## src/rtl/chnl_arb_pkg.sv

```systemverilog
// Shared types and helpers for the RIFFA TX channel arbiter.
package chnl_arb_pkg;

  // Transaction phases: pick a requester, open the channel, move data, retire.
  typedef enum logic [1:0] {
    IDLE = 2'd0,
    OPEN = 2'd1,
    XFER = 2'd2,
    DONE = 2'd3
  } state_e;

  // Transfer lengths and word counters are always counted in 32-bit words.
  typedef logic [31:0] len_t;

  // Number of 32-bit words carried by one data beat of the given bus width.
  function automatic int unsigned words_per_beat(input int unsigned data_width);
    return data_width / 32;
  endfunction

endpackage

```

## src/rtl/chnl_tx_arbiter_rr_arbiter.sv

```systemverilog
// Rotating-priority picker: returns the first set request at or after rr_ptr,
// wrapping around the end of the request vector.
module rr_arbiter #(
  parameter int NUM_REQ = 4,
  parameter int IDX_W   = 2
) (
  input  logic [NUM_REQ-1:0] req,
  input  logic [IDX_W-1:0]   rr_ptr,
  output logic [NUM_REQ-1:0] pick_onehot,
  output logic [IDX_W-1:0]   pick_idx,
  output logic               pick_valid
);

  // Scan from the farthest candidate back to rr_ptr so the nearest set request wins.
  always_comb begin
    logic [IDX_W-1:0] cand_idx;
    pick_onehot = '0;
    pick_idx    = '0;
    pick_valid  = 1'b0;
    cand_idx    = '0;
    for (int i = NUM_REQ - 1; i >= 0; i--) begin
      cand_idx = IDX_W'((int'(rr_ptr) + i) % NUM_REQ);
      if (req[cand_idx]) begin
        pick_valid            = 1'b1;
        pick_idx              = cand_idx;
        pick_onehot           = '0;
        pick_onehot[cand_idx] = 1'b1;
      end
    end
  end

endmodule

```

## src/rtl/chnl_tx_arbiter.sv

```systemverilog
// Round-robin scheduler sharing one RIFFA TX channel among several stream
// requesters. One requester is granted per transaction; its data is muxed onto
// CHNL_TX_* and words are counted until the latched length has been sent.
module chnl_tx_arbiter
  import chnl_arb_pkg::*;
#(
  parameter int C_PCI_DATA_WIDTH = 32,
  parameter int C_NUM_REQ        = 4,
  parameter int C_REQ_IDX_W      = 2
) (
  input  logic                                  CLK,
  input  logic                                  RST_N,
  input  logic [C_NUM_REQ-1:0]                  REQ,
  input  logic [32*C_NUM_REQ-1:0]               REQ_LEN,
  input  logic [C_NUM_REQ-1:0]                  REQ_LAST,
  input  logic [C_PCI_DATA_WIDTH*C_NUM_REQ-1:0] REQ_DATA,
  input  logic [C_NUM_REQ-1:0]                  REQ_DATA_VALID,
  output logic [C_NUM_REQ-1:0]                  REQ_DATA_REN,
  output logic [C_NUM_REQ-1:0]                  GNT,
  output logic [C_NUM_REQ-1:0]                  REQ_DONE,
  output logic                                  CHNL_TX_CLK,
  output logic                                  CHNL_TX,
  input  logic                                  CHNL_TX_ACK,
  output logic                                  CHNL_TX_LAST,
  output logic [31:0]                           CHNL_TX_LEN,
  output logic [30:0]                           CHNL_TX_OFF,
  output logic [C_PCI_DATA_WIDTH-1:0]           CHNL_TX_DATA,
  output logic                                  CHNL_TX_DATA_VALID,
  input  logic                                  CHNL_TX_DATA_REN
);

  localparam int unsigned K     = words_per_beat(C_PCI_DATA_WIDTH);
  localparam logic [32:0] K_EXT = 33'(K);

  state_e                 state_q, state_d;
  logic [C_REQ_IDX_W-1:0] idx_q, idx_d;
  logic [C_NUM_REQ-1:0]   gnt_oh_q, gnt_oh_d;
  len_t                   len_q, len_d;
  logic                   last_q, last_d;
  len_t                   wcnt_q, wcnt_d;
  logic [C_REQ_IDX_W-1:0] rr_ptr_q, rr_ptr_d;

  logic [C_NUM_REQ-1:0]   arb_oh;
  logic [C_REQ_IDX_W-1:0] arb_idx;
  logic                   arb_any;

  len_t                   sel_len;
  logic                   sel_last;
  logic                   sel_valid;
  logic                   in_xfer;
  logic                   active;
  logic                   accept;
  logic [32:0]            wcnt_next;
  logic                   final_beat;

  rr_arbiter #(
    .NUM_REQ (C_NUM_REQ),
    .IDX_W   (C_REQ_IDX_W)
  ) u_rr_arbiter (
    .req         (REQ),
    .rr_ptr      (rr_ptr_q),
    .pick_onehot (arb_oh),
    .pick_idx    (arb_idx),
    .pick_valid  (arb_any)
  );

  assign sel_len    = REQ_LEN[int'(arb_idx)*32 +: 32];
  assign sel_last   = REQ_LAST[arb_idx];
  assign sel_valid  = REQ_DATA_VALID[idx_q];
  assign in_xfer    = (state_q == XFER);
  assign active     = (wcnt_q < len_q);
  assign accept     = in_xfer & active & sel_valid & CHNL_TX_DATA_REN;
  assign wcnt_next  = {1'b0, wcnt_q} + K_EXT;
  assign final_beat = (wcnt_next >= {1'b0, len_q});

  // State and datapath registers; reset abandons any transfer in flight.
  always_ff @(posedge CLK or negedge RST_N) begin
    if (!RST_N) begin
      state_q  <= IDLE;
      idx_q    <= '0;
      gnt_oh_q <= '0;
      len_q    <= '0;
      last_q   <= 1'b0;
      wcnt_q   <= '0;
      rr_ptr_q <= '0;
    end else begin
      state_q  <= state_d;
      idx_q    <= idx_d;
      gnt_oh_q <= gnt_oh_d;
      len_q    <= len_d;
      last_q   <= last_d;
      wcnt_q   <= wcnt_d;
      rr_ptr_q <= rr_ptr_d;
    end
  end

  // Next-state logic: requests are only sampled in IDLE, so a grant always runs to completion.
  always_comb begin
    state_d  = state_q;
    idx_d    = idx_q;
    gnt_oh_d = gnt_oh_q;
    len_d    = len_q;
    last_d   = last_q;
    wcnt_d   = wcnt_q;
    rr_ptr_d = rr_ptr_q;
    case (state_q)
      IDLE: begin
        if (arb_any) begin
          idx_d    = arb_idx;
          gnt_oh_d = arb_oh;
          len_d    = sel_len;
          last_d   = sel_last;
          state_d  = OPEN;
        end
      end
      OPEN: begin
        if (CHNL_TX_ACK) begin
          state_d = (len_q == '0) ? DONE : XFER;
        end
      end
      XFER: begin
        if (accept) begin
          wcnt_d = wcnt_next[31:0];
          if (final_beat) begin
            state_d = DONE;
          end
        end
      end
      DONE: begin
        rr_ptr_d = (idx_q == C_REQ_IDX_W'(C_NUM_REQ - 1)) ? '0 : idx_q + 1'b1;
        wcnt_d   = '0;
        state_d  = IDLE;
      end
      default: state_d = IDLE;
    endcase
  end

  // Output decode: grant and read-enable only ever reach the latched requester.
  always_comb begin
    CHNL_TX            = 1'b0;
    GNT                = '0;
    CHNL_TX_DATA_VALID = 1'b0;
    REQ_DATA_REN       = '0;
    REQ_DONE           = '0;
    case (state_q)
      OPEN: begin
        CHNL_TX = 1'b1;
        GNT     = gnt_oh_q;
      end
      XFER: begin
        CHNL_TX            = 1'b1;
        GNT                = gnt_oh_q;
        CHNL_TX_DATA_VALID = active & sel_valid;
        REQ_DATA_REN       = (active & CHNL_TX_DATA_REN) ? gnt_oh_q : '0;
      end
      DONE: begin
        REQ_DONE = gnt_oh_q;
      end
      default: begin
        CHNL_TX = 1'b0;
      end
    endcase
  end

  assign CHNL_TX_CLK  = CLK;
  assign CHNL_TX_LAST = last_q;
  assign CHNL_TX_LEN  = len_q;
  assign CHNL_TX_OFF  = '0;
  assign CHNL_TX_DATA = REQ_DATA[int'(idx_q)*C_PCI_DATA_WIDTH +: C_PCI_DATA_WIDTH];

endmodule
```

## config.mk

```make
export PLATFORM = sky130hd
export DESIGN_NAME = chnl_tx_arbiter
export DESIGN_NICKNAME = d
export VERILOG_FILES = /design/src/rtl/chnl_arb_pkg.sv /design/src/rtl/chnl_tx_arbiter_rr_arbiter.sv /design/src/rtl/chnl_tx_arbiter.sv
export SDC_FILE = /design/constraint.sdc
export NUM_CORES = 1
export LEC_CHECK = 0
export BUFFER_PORTS_ARGS = -buffer_cell sky130_fd_sc_hd__buf_2
export CAP_MARGIN = 20
export CORE_AREA = 2 2 149 151
export CTS_CLUSTER_SIZE = 25
export DETAILED_ROUTE_END_ITERATION = 16
export DIE_AREA = 0 0 151 153
export PLACE_DENSITY = 0.66
export SLEW_MARGIN = 10
export SYNTH_ARGS = -nofsm -noshare
export SYNTH_HDL_FRONTEND = slang
export SYNTH_SLANG_ARGS = --single-unit
```

## constraint.sdc

```tcl
create_clock -name CLK -period 4.8 [get_ports CLK]
set_input_delay 0.24 -clock CLK [delete_from_list [all_inputs] [get_ports CLK]]
set_output_delay 0.24 -clock CLK [all_outputs]
set_load 0.01 [all_outputs]
```

# [After elaboration in Yosys (flattened, before gate mapping)]
# Index checks and enable logic that the tools add are counted.
[totals] word_cells=97 regBits=75 out_inout_bits=111
[classes] bitwise_logic=5 addsub=5 eq_ne=8 n_shift=2 n_lt_le_gt_ge=12 n_reduce_logical=11 mux=47
[op_table] op="variable part select 128 x 8 -> 32 bit" count=2
[op_table] op="one-hot mux 32 bit (2 select lines)" count=1
[op_table] op="adder 32 x 1 -> 33 bit, second input constant" count=1
[op_table] op="greater-or-equal comparator 33 x 32 -> 1 bit" count=1
[op_table] op="logical NOT 32 bit" count=1
[op_table] op="< comparator 32 bit" count=1
[op_table] op="two-way mux 32 bit" count=1
[op_table] op="two-way mux 4 bit" count=8
[op_table] op="< comparator 2 x 3 -> 1 bit, second input constant" count=6
[op_table] op="two-way mux 2 bit" count=9
[op_table] op="two-way mux 1 bit" count=17
[op_table] op="binary-select mux 1 bit (select 2 bit)" count=6
[op_table] op="demux 1 bit (select 2 bit)" count=4
[op_table] op="greater-or-equal comparator 2 x 1 -> 1 bit, second input constant" count=4
[op_table] op="one-hot mux 2 bit (4 select lines)" count=1
[op_table] op="== test 2 bit, second input constant" count=3
[op_table] op="bitwise AND 1 bit" count=5
[op_table] op="adder 2 x 1 -> 2 bit, second input constant" count=2
[op_table] op="adder 2 bit, second input constant" count=2
[op_table] op="logical AND 1 bit" count=4
[op_table] op="!= test 2 x 1 -> 1 bit, second input constant" count=2
[op_table] op="!= test 2 bit, second input constant" count=2
[op_table] op="AND reduction 2 bit" count=2
[op_table] op="AND reduction 4 bit" count=1
[op_table] op="other kinds (4)" count=4

# [Logic depth before layout (Yosys ltp)]
# Gate-level depths: netlist (run 1).
[depth] depth_word=9 ltp_mapped=16

# [Modules after synthesis]
# Synthesis (run 1) repeated with hierarchy kept, for this count alone.
[unflattened] hier_cells=776 area_unflattened_um2=7965.1
[by_module_without_submodules] module="chnl_tx_arbiter" cells_each=715 area_each_um2=7455.9 instances=1 seq_area_each_um2=1876.8
[by_module_without_submodules] module="rr_arbiter" cells_each=61 area_each_um2=509.2 instances=1 seq_area_each_um2=0.0

==> results of run 1 <==
-- metrics by stage --
step	utilization [%]	cell area (um^2)
final	47.5	10200
after global routing	47.5	10200
after CTS	47.4	10200
after detailed placement	45.6	9810
after global placement	45.6	9810
after floorplan	-	8080
-- final cells by class --
class,count,area share (%)
well taps,280,3.43
diodes,6,0.147
clock buffers,16,3.30
multi-input cells,610,54.9
repair buffers,359,18.0
clock inverters,4,0.245
flip-flops and latches,75,18.4
inverters,43,1.58
-- sequential cells by signal, summed over array words and instances, names as in the netlist --
| signal | count |
|---|---|
| idx_q | 2 |
| rr_ptr_q | 2 |
| CHNL_TX_LAST | 1 |
| state_q | 2 |
| wcnt_q | 32 |
| gnt_oh_q | 4 |
| CHNL_TX_LEN | 32 |
-- cells by family (layout without fill, tap and decap cells) --
group / count (synthesis) / in the layout / share of synthesized area (%)
buffers and inverters: 116 / 422 / 7.77
xor gates and xnor gates: 59 / 59 / 6.49
adders and majority gates: 79 / 79 / 12.4
AOI/OAI and AO/OA: 108 / 108 / 8.54
muxes: 107 / 107 / 26.0
DFF: 75 / 75 / 23.6
other: 1 / 37 / 0.0471
and+or+nand+nor: 226 / 226 / 15.2
-- metal layers --
layer,vias up,global-route usage [%],part of all wire [%]
li1,3503,-,-
met1,3642,37.6,45
met2,369,33.1,41
met3,52,9.43,11
met4,18,7.21,1.8
met5,-,0,0.35
-- power by group through the flow --
stage	combinational, uW	clock [uW]	sequential (uW)
floorplan	2110	17.2	1090
global placement	3050	12.6	1130
detailed placement	3080	12.6	1140
CTS	3100	812	1130
global route	3370	848	1170
finish	3100	804	1140
-- worst min path at each step --
| stage | slack [ns] | depth (start not counted) | to |
|---|---|---|---|
| final | 0.21 | 3 | CHNL_TX_LEN[5] |
| after global routing | 0.22 | 3 | CHNL_TX_LEN[7] |
| after detailed placement | 0.34 | 1 | CHNL_TX_CLK |
| after CTS | 0.21 | 3 | CHNL_TX_LEN[21] |
| after global placement | 0.34 | 1 | CHNL_TX_CLK |
| after floorplan | -0.06 | 0 | CHNL_TX_LAST |
-- placed cells by master, fill, tap and decap left out, types with 3 or more instances in the layout --
cell type and count:
buf_2 350, ha_1 78, nand2_1 75, dfrtp_1 74
xnor2_1 48, o21ai_0 45, inv_1 42, mux4_2 36
mux2_2 35, mux4_1 31, conb_1 31, nand3_1 24
a21oi_1 23, nor2_1 20, nor3_1 18, nand4_1 16
nor4_1 15, clkbuf_16 12, and3_1 11, xor2_1 11
and2_1 11, buf_4 8, a221o_1 7, o21ai_1 7
diode_2 6, a21o_1 6, nor3_2 5, nor3b_1 5
nand2b_1 4, nand2_2 3, nor4_2 3, nor2b_1 3
mux2i_1 3, a211oi_1 3
-- worst register-to-register path, stage by stage (launching register included) --
cell and delay (ns):
dfrtp_1 0.52, ha_1 0.28, nand3_1 0.19, nor3_1 0.52
nand3_1 0.21, xnor2_1 0.17, ha_1 0.30, nand4_1 0.12
a2111oi_0 0.08, a2111o_1 0.44, a2111oi_0 0.52, a311oi_2 0.24
mux2_1 0.36
-- timing repair --
item | 4_1_cts | 5_1_grt
hold buffers | 1 | 0
endpoints found under the hold margin | 47 | 0
endpoints found under the setup margin | 0 | 0
==> reports/metrics.csv, run 1 <==
stage,metric,value,unit
critical_path,Critical Path End Type,register,
route,Avg WL per Cell,20.9,um
critical_path,R2R depth,12,
route,drt pass-1 iters,5,
grt,Tot GR Track Use,25.0,%
grt,largest net degree at the start of global routing,76,
yosys,Main synth FF type,dfrtp_1,
clocking,latest clock arrival within the worst-skew pair,0.47,ns
route,DRC viols,0,
critical_path,reg2reg end,state_q[1],
critical_path,crit-path cells,ha_1 > nand3_1 > nor3_1 > nand3_1 > xnor2_1 > ha_1 > nand4_1 > a2111oi_0 > a2111o_1 > a2111oi_0 > a311oi_2 > mux2_1,
yosys,Yosys reg bits,75,
yosys,Post-synth top cells,"79 x ha_1, 76 x nand2_1, 75 x dfrtp_1",
floorplanning,Die Ht,153,um
placement,pre-CTS setup slack,0.827,ns
route,drt total wl,29200,um
yosys,number of flops mapped to enable cells by yosys,0,
placement,placed insts,1366,
yosys,Post-synth ARST share,100,%
yosys,syn avg cell area,10.3,um^2
power,Combinational Power Share,61.5,%
power,Sw Ratio,44.8,%
sta,"Min Clock Period, post-route",4.08,ns
clocking,CTS tree,built,
grt,grt ovf,0,
power,Worst VDD drop,0.335,mV
yosys,Post-Synthesis Cell Area,0.00797,mm^2
floorplanning,CORE AREA,0.0215,mm^2
critical_path,"setup slack, reg-to-reg",0.72,ns
yosys,Yosys cell types,63,
placement,Post-DP HPWL,23800,um
grt,vias in the first global route,7163,
critical_path,critical path type,reg -> reg,
layout,fin nets,1453,
worst_hold_path,Worst Hold Launch,REQ_LEN[69],
sta,Clock Skew,0.0153,ns
sta,WHS,0.211,ns
power,total power,5040,uW
yosys,Syn. warnings,0,
grt,initial antenna violation count,15,
placement,RD Place Congestion,0.909,
clocking,setup bufs post-CTS,0,
critical_path,CP startpoint kind,register,
sta,final setup fails,0,
sta,Peak Freq,0.245,GHz
yosys,Synth top area share,23.6,%
critical_path,Worst path max stage delay,0.52,ns
floorplanning,effective utilization at floorplan,37.1,%
sta,Final Max Slew Viols,0,
sta,RSZ-0062 raised after global routing,false,
power,power share of the clock group,16.0,%
critical_path,"Data arrival, critical path",4.42,ns
yosys,top cell type by total area after synthesis,dfrtp_1,
route,Vias,7584,
layout,Finished Layout Cells,1393,
critical_path,CP Capture Point,state_q[1],
sta,setup ws final,0.721,ns
critical_path,RR Startpoint,wcnt_q[0],
yosys,"count leader, synth",ha_1,
floorplanning,Die Wd,151,um
sta,Final Hold Viols,0,
critical_path,Crit. Startpoint,wcnt_q[0],
layout,multi-input logic area,0.00561,mm^2
critical_path,worst path bufs/invs,0,
critical_path,Crit path depth,12,
sta,total negative slack,0,ns
placement,PortBufs,351,
layout,share of layout cells above drive strength 1,42.8,%
power,Lkg Pwr,0.00500,uW
layout,Sequential cell area,0.00188,mm^2
critical_path,CP Max Fanout,8,
critical_path,Worst Path Required,5.14,ns
sta,Rel. slew slack,35.9,%
layout,number of fill cells in the layout,2050,
floorplanning,I/O pin count,383,
power,Switch Pwr,2260,uW
route,DR vias/cell,5.44,
clocking,Resized cells post-CTS,0,
route,post-route antenna net violation count,0,
flow_run,max-cap violations,0,
floorplanning,row count,54,
yosys,ranking of synthesized cells by area,"dfrtp_1 24%, ha_1 12%, mux4_1 10%",
worst_hold_path,Worst Hold Class,in -> reg,
yosys,"Seq/Total Area, Yosys",23.6,%
critical_path,"delay-heaviest family, CP",compound AO/OA/AOI/OAI gates,
power,Int Pwr,2790,uW
yosys,Mapped Cells,771,
layout,Synth-to-Final Area Change,28.1,%
run_status,status,finished clean,
sta,Least-Margin Pin Slew,0.958,ns
sta,Final Cycle Share,85.0,%
floorplanning,Die ar.,0.0231,mm^2
route,initial DRC count,594,
power,PwrDens,494,mW/mm^2
power,sequential power share,22.5,%
critical_path,CP max-delay cell,dfrtp_1,
clocking,clk slew on worst S/H paths,0.07,ns
grt,first-pass GRT wire length,42900,um
(Power assumes the default switching activity.)
==> run 2: changes to the inputs <==
clock period = 3.8 ns   (was 4.8 ns; I/O delays follow)
==> run 2 against run 1 <==
Wire length is 3.0% higher; clock skew decreased by 0.0043 ns; critical path depth increased by 3; worst hold slack worse by 0.057 ns; sequential share of layout area fell by 0.45 points; critical path type unchanged.
==> reports/metrics.csv, run 2 (synthesis results as in run 1) <==
stage,metric,value,unit
run_status,status,finished clean,
sta,Least-Margin Pin Slew,0.971,ns
grt,first-pass GRT wire length,44600,um
route,Vias,7787,
critical_path,Worst Path Required,4.16,ns
power,Lkg Pwr,0.00517,uW
route,drt pass-1 iters,5,
floorplanning,Die Ht,153,um
placement,Post-DP HPWL,24500,um
sta,Rel. slew slack,35.1,%
sta,total negative slack,0,ns
route,Met2 Wirelength,12800,um
layout,most frequent cells in the layout,"350 x buf_2, 78 x ha_1, 75 x nand2_1",
critical_path,Critical Path End Type,register,
grt,initial antenna violation count,12,
route,initial DRC count,652,
grt,grt ovf,0,
grt,largest net degree at the start of global routing,76,
sta,setup ws final,0.208,ns
sta,"Min Clock Period, post-route",3.59,ns
layout,Sequential cell area,0.00189,mm^2
critical_path,critical path type,reg -> reg,
sta,RSZ-0062 raised after global routing,false,
clocking,latest clock arrival within the worst-skew pair,0.47,ns
critical_path,CP startpoint kind,register,
layout,number of fill cells in the layout,2055,
critical_path,CP Max Fanout,3,
power,PwrDens,627,mW/mm^2
route,Avg WL per Cell,21.2,um
sta,Clock Skew,0.0110,ns
placement,placed insts,1391,
grt,Tot GR Track Use,25.9,%
route,M1 WL,13400,um
route,Max Used Layer,met5,
floorplanning,effective utilization at floorplan,37.1,%
grt,vias in the first global route,7486,
layout,Finished Layout Cells,1416,
layout,share of layout cells above drive strength 1,45.4,%
floorplanning,Die ar.,0.0231,mm^2
sta,Final Cycle Share,94.5,%
worst_hold_path,Worst Hold Class,in -> reg,
layout,multi-input logic area,0.00566,mm^2
route,drt total wl,30000,um
floorplanning,I/O pin count,383,
route,DRC viols,0,
route,length of routed met3 wiring,3360,um
sta,Peak Freq,0.278,GHz
flow_run,max-cap violations,0,
power,total power,6590,uW
placement,PortBufs,351,
sta,Final Hold Viols,0,
clocking,CTS tree,built,
critical_path,"Data arrival, critical path",3.95,ns
floorplanning,Die Wd,151,um
layout,Synth-to-Final Area Change,31.8,%
sta,Final Max Slew Viols,0,
placement,pre-CTS setup slack,0.135,ns
sta,final setup fails,0,
floorplanning,CORE AREA,0.0215,mm^2
floorplanning,row count,54,
route,DR vias/cell,5.50,
power,Worst VDD drop,0.549,mV
layout,fin nets,1481,
placement,RD Place Congestion,0.901,
layout,"most common cell after layout, fill and taps aside",buf_2,
clocking,clk slew on worst S/H paths,0.07,ns
route,post-route antenna net violation count,0,
## run 2: final cells by class
type | instances | area share, %
Multi-Input combinational cell | 610 | 53.8
Timing Repair Buffer | 387 | 19.7
Sequential cell | 75 | 18.0
Tap cell | 280 | 3.34
Clock buffer | 15 | 3.07
Inverter | 43 | 1.54
Clock inverter | 4 | 0.488
Antenna cell | 2 | 0.0476
## run 2: through the flow
stage	hold slack, ns	utilization, %	instance area, um^2
global route	0.178	48.9	10500
finish	0.154	48.9	10500
floorplan	-0.106	-	8080
detailed placement	0.291	46.6	10000
global placement	0.291	46.6	10000
CTS	0.154	48.4	10400
## run 2: repair_timing
action / CTS / global route
hold buffers: 1 / 0
buffers inserted: 0 / 3
gates resized for setup: 0 / 18
setup endpoints to repair: 0 / 7
hold endpoints to repair: 75 / 0
## run 2: critical path, cell delays in order, from the launching register on
cell and delay, ns:
dfrtp_1 0.36, ha_2 0.20, nand3_2 0.11, nor4_4 0.37, and3_4 0.26, buf_4 0.12
nand3_1 0.12, xnor2_1 0.18, ha_1 0.32, nand4_1 0.12, nor3_2 0.22, inv_1 0.09
nor3_2 0.20, a2111oi_1 0.12, a311oi_2 0.34, mux2_1 0.35
## run 2: worst paths after layout
check                      depth (start not counted)  slack, ns         endpoint          from
hold reg to reg                                    1       0.52     CHNL_TX_LAST  CHNL_TX_LAST
setup reg to reg                                  15       0.21       state_q[1]     wcnt_q[0]
hold / removal                                     3       0.15  CHNL_TX_LEN[21]   REQ_LEN[53]
min in group asynchronous                          2       0.23        wcnt_q[2]         RST_N
setup / recovery                                  15       0.21       state_q[1]     wcnt_q[0]
max in group asynchronous                          3       2.94         idx_q[0]         RST_N
## run 2: power by group
part	leakage [uW]	internal (uW)	switching [uW]
combinational	0.00404	1930	2190
sequential	0.000945	1070	324
clock	0.000183	665	408
total	0.00517	3670	2920
## run 2: metal layers
layer / vias up / track usage (%)
met3: 47 / 10.9
li1: 3545 / -
met5: - / 0
met2: 369 / 35.0
met4: 20 / 5.70
met1: 3806 / 38.4
==> run 3: changes to the inputs <==
CORE_AREA = 2 2 148 150   (was 2 2 149 151)
DIE_AREA = 0 0 150 152   (was 0 0 151 153)
PLACE_DENSITY = 0.7   (was 0.66)
clock period = 3.06 ns   (was 3.8 ns; I/O delays follow)
==> run 3 against run 2 <==
First-iteration DRC count increased by 3.5%; total power increased by 32%; the run now ends with setup timing left; clock power increased by 31%; critical path type unchanged; critical endpoint unchanged; critical path depth unchanged; clock skew decreased by 0.00066 ns; non-clock buffer count increased by 92; wire length increased by 4.9%; largest power group unchanged; sequential share of layout area decreased by 1.6 points.
==> reports/metrics.csv, run 3 (synthesis results as in run 1) <==
stage,metric,value,unit
critical_path,crit-path cells,buf_6 > nand2_4 > nor4b_4 > buf_4 > nand4_1 > nor2_2 > buf_4 > buf_4 > xor2_2 > ha_1 > a21o_1 > a211o_1 > a2111oi_2 > a311oi_2 > mux2_1,
critical_path,Critical Path End Type,register,
grt,largest net degree at the start of global routing,76,
critical_path,"Data arrival, critical path",3.70,ns
sta,Least-Margin Pin Slew,1.01,ns
route,drt pass-1 iters,5,
clocking,latest clock arrival within the worst-skew pair,0.47,ns
layout,share of layout cells above drive strength 1,51.5,%
power,Lkg Pwr,0.00568,uW
placement,PortBufs,351,
flow_run,max-cap violations,0,
critical_path,Worst path max stage delay,0.42,ns
layout,multi-input logic area,0.00588,mm^2
power,power share of the clock group,16.0,%
critical_path,critical path type,reg -> reg,
grt,vias in the first global route,8024,
power,Int Pwr,4960,uW
critical_path,reg2reg end,state_q[1],
sta,final setup fails,6,
power,Switch Pwr,3750,uW
grt,grt ovf,0,
sta,RSZ-0062 raised after global routing,true,
route,Avg WL per Cell,20.8,um
critical_path,R2R depth,15,
power,Combinational Power Share,64.9,%
sta,Rel. slew slack,32.9,%
layout,Sequential cell area,0.00188,mm^2
critical_path,Crit. Startpoint,wcnt_q[1],
floorplanning,Die ar.,0.0228,mm^2
worst_hold_path,Worst Hold Class,in -> reg,
floorplanning,Die Wd,150,um
layout,number of fill cells in the layout,1921,
run_status,violated checks,setup timing,
route,Vias,8225,
layout,Final Core Density,53.9,%
placement,RD Place Congestion,0.949,
sta,Final Hold Viols,0,
critical_path,CP startpoint kind,register,
layout,Finished Layout Cells,1517,
placement,placed insts,1470,
clocking,clk slew on worst S/H paths,0.06,ns
sta,total negative slack,-0.602,ns
power,Worst VDD drop,0.701,mV
critical_path,Worst Path Required,3.40,ns
critical_path,CP Capture Point,state_q[1],
grt,Tot GR Track Use,27.4,%
placement,Post-DP HPWL,25400,um
sta,WHS,0.121,ns
sta,setup ws final,-0.296,ns
route,DR vias/cell,5.42,
floorplanning,row count,54,
critical_path,RR Startpoint,wcnt_q[1],
route,post-route antenna net violation count,0,
power,sequential power share,19.0,%
sta,Final Max Slew Viols,0,
critical_path,"setup slack, reg-to-reg",-0.30,ns
layout,most frequent cells in the layout,"349 x buf_2, 119 x buf_4, 74 x nand2_1",
critical_path,CP dominant cell by count,buf_4,
layout,"most common cell after layout, fill and taps aside",buf_2,
power,Sw Ratio,43.1,%
route,drt total wl,31500,um
route,initial DRC count,675,
clocking,CTS tree,built,
sta,"Min Clock Period, post-route",3.36,ns
critical_path,CP Max Fanout,3,
floorplanning,Die Ht,152,um
sta,Clock Skew,0.0103,ns
floorplanning,CORE AREA,0.0214,mm^2
floorplanning,I/O pin count,383,
sta,Peak Freq,0.298,GHz
critical_path,CP max-delay cell,a2111oi_2,
route,DRC viols,0,
grt,first-pass GRT wire length,46900,um
grt,initial antenna violation count,16,
layout,fin nets,1573,
power,PwrDens,758,mW/mm^2
run_status,status,"finished, violations left",
floorplanning,effective utilization at floorplan,37.3,%
layout,Synth-to-Final Area Change,44.3,%
sta,Final Cycle Share,110,%
==> run 3: cell count changes in the layout (fill, tap and decap cells not counted), moves of 4 or more <==
cell / previous run / this run
buf_4: 34 / 119
ha_4: 0 / 8
buf_6: 0 / 8
ha_1: 78 / 70
diode_2: 2 / 11
nand3_1: 22 / 18
==> run 3: how the worst min path moves through the flow <==
stage / start / endpoint / slack (ns) / depth (start not counted)
floorplan: RST_N / CHNL_TX_LAST / -0.14 / 0
global placement: CLK / CHNL_TX_CLK / 0.25 / 1
detailed placement: CLK / CHNL_TX_CLK / 0.25 / 1
CTS: REQ_LEN[81] / CHNL_TX_LEN[17] / 0.11 / 3
global route: REQ_LAST[1] / CHNL_TX_LAST / 0.13 / 3
finish: REQ_LEN[81] / CHNL_TX_LEN[17] / 0.12 / 3
==> run 3: worst max-delay path: cells and delay by family, from the launching register on <==
kind | cells | cell delay (ns)
AOI/OAI and AO/OA | 4 | 1.11
and+or+nand+nor | 4 | 0.59
buffers and inverters | 4 | 0.52
DFF | 1 | 0.41
muxes | 1 | 0.34
adders and majority gates | 1 | 0.20
xor gates and xnor gates | 1 | 0.05
==> run 3: stage by stage <==
stage                     total power [uW]  setup slack (ns)  cell area (um^2)
after floorplan                       5080            -0.182              8140
after global placement                6980            -0.244             10700
after detailed placement              7110            -0.378             10700
after CTS                             8580            -0.281             11300
after global routing                  9240            -0.434             11500
final                                 8720            -0.296             11500
==> run 3: what timing repair did <==
| item | CTS | global route |
|---|---|---|
| setup buffers | 10 | 9 |
| hold buffers | 1 | 0 |
| endpoints found under the hold margin | 75 | 0 |
| pin swaps | 18 | 13 |
| endpoints found under the setup margin | 7 | 9 |
| gates resized for setup | 21 | 27 |
==> run 3: metal layers <==
metal  part of all wire (%)  global-route usage (%)  vias to the layer above
li1                       -                       -                     3740
met1                     42                    37.1                     4030
met2                     46                    41.6                      382
met3                    8.8                    8.35                       59
met4                    3.0                    9.21                       14
met5                   0.31                       0                        -
==> run 3: area by class of cell <==
cell class              count  area share (%)
inverters                  43            1.40
repair buffers            479            24.3
well taps                 280            3.05
diodes                     11           0.239
flip-flops and latches     75            16.4
clock buffers              15            2.81
multi-input cells         610            51.2
clock inverters             4           0.653
==> run 3: power groups by stage <==
stage	Combinational [uW]	Clock [uW]	Sequential, uW
floorplan	3330	26.9	1720
global placement	5320	19.7	1640
detailed placement	5440	19.7	1650
CTS	5530	1410	1640
global route	6100	1440	1690
finish	5660	1400	1660
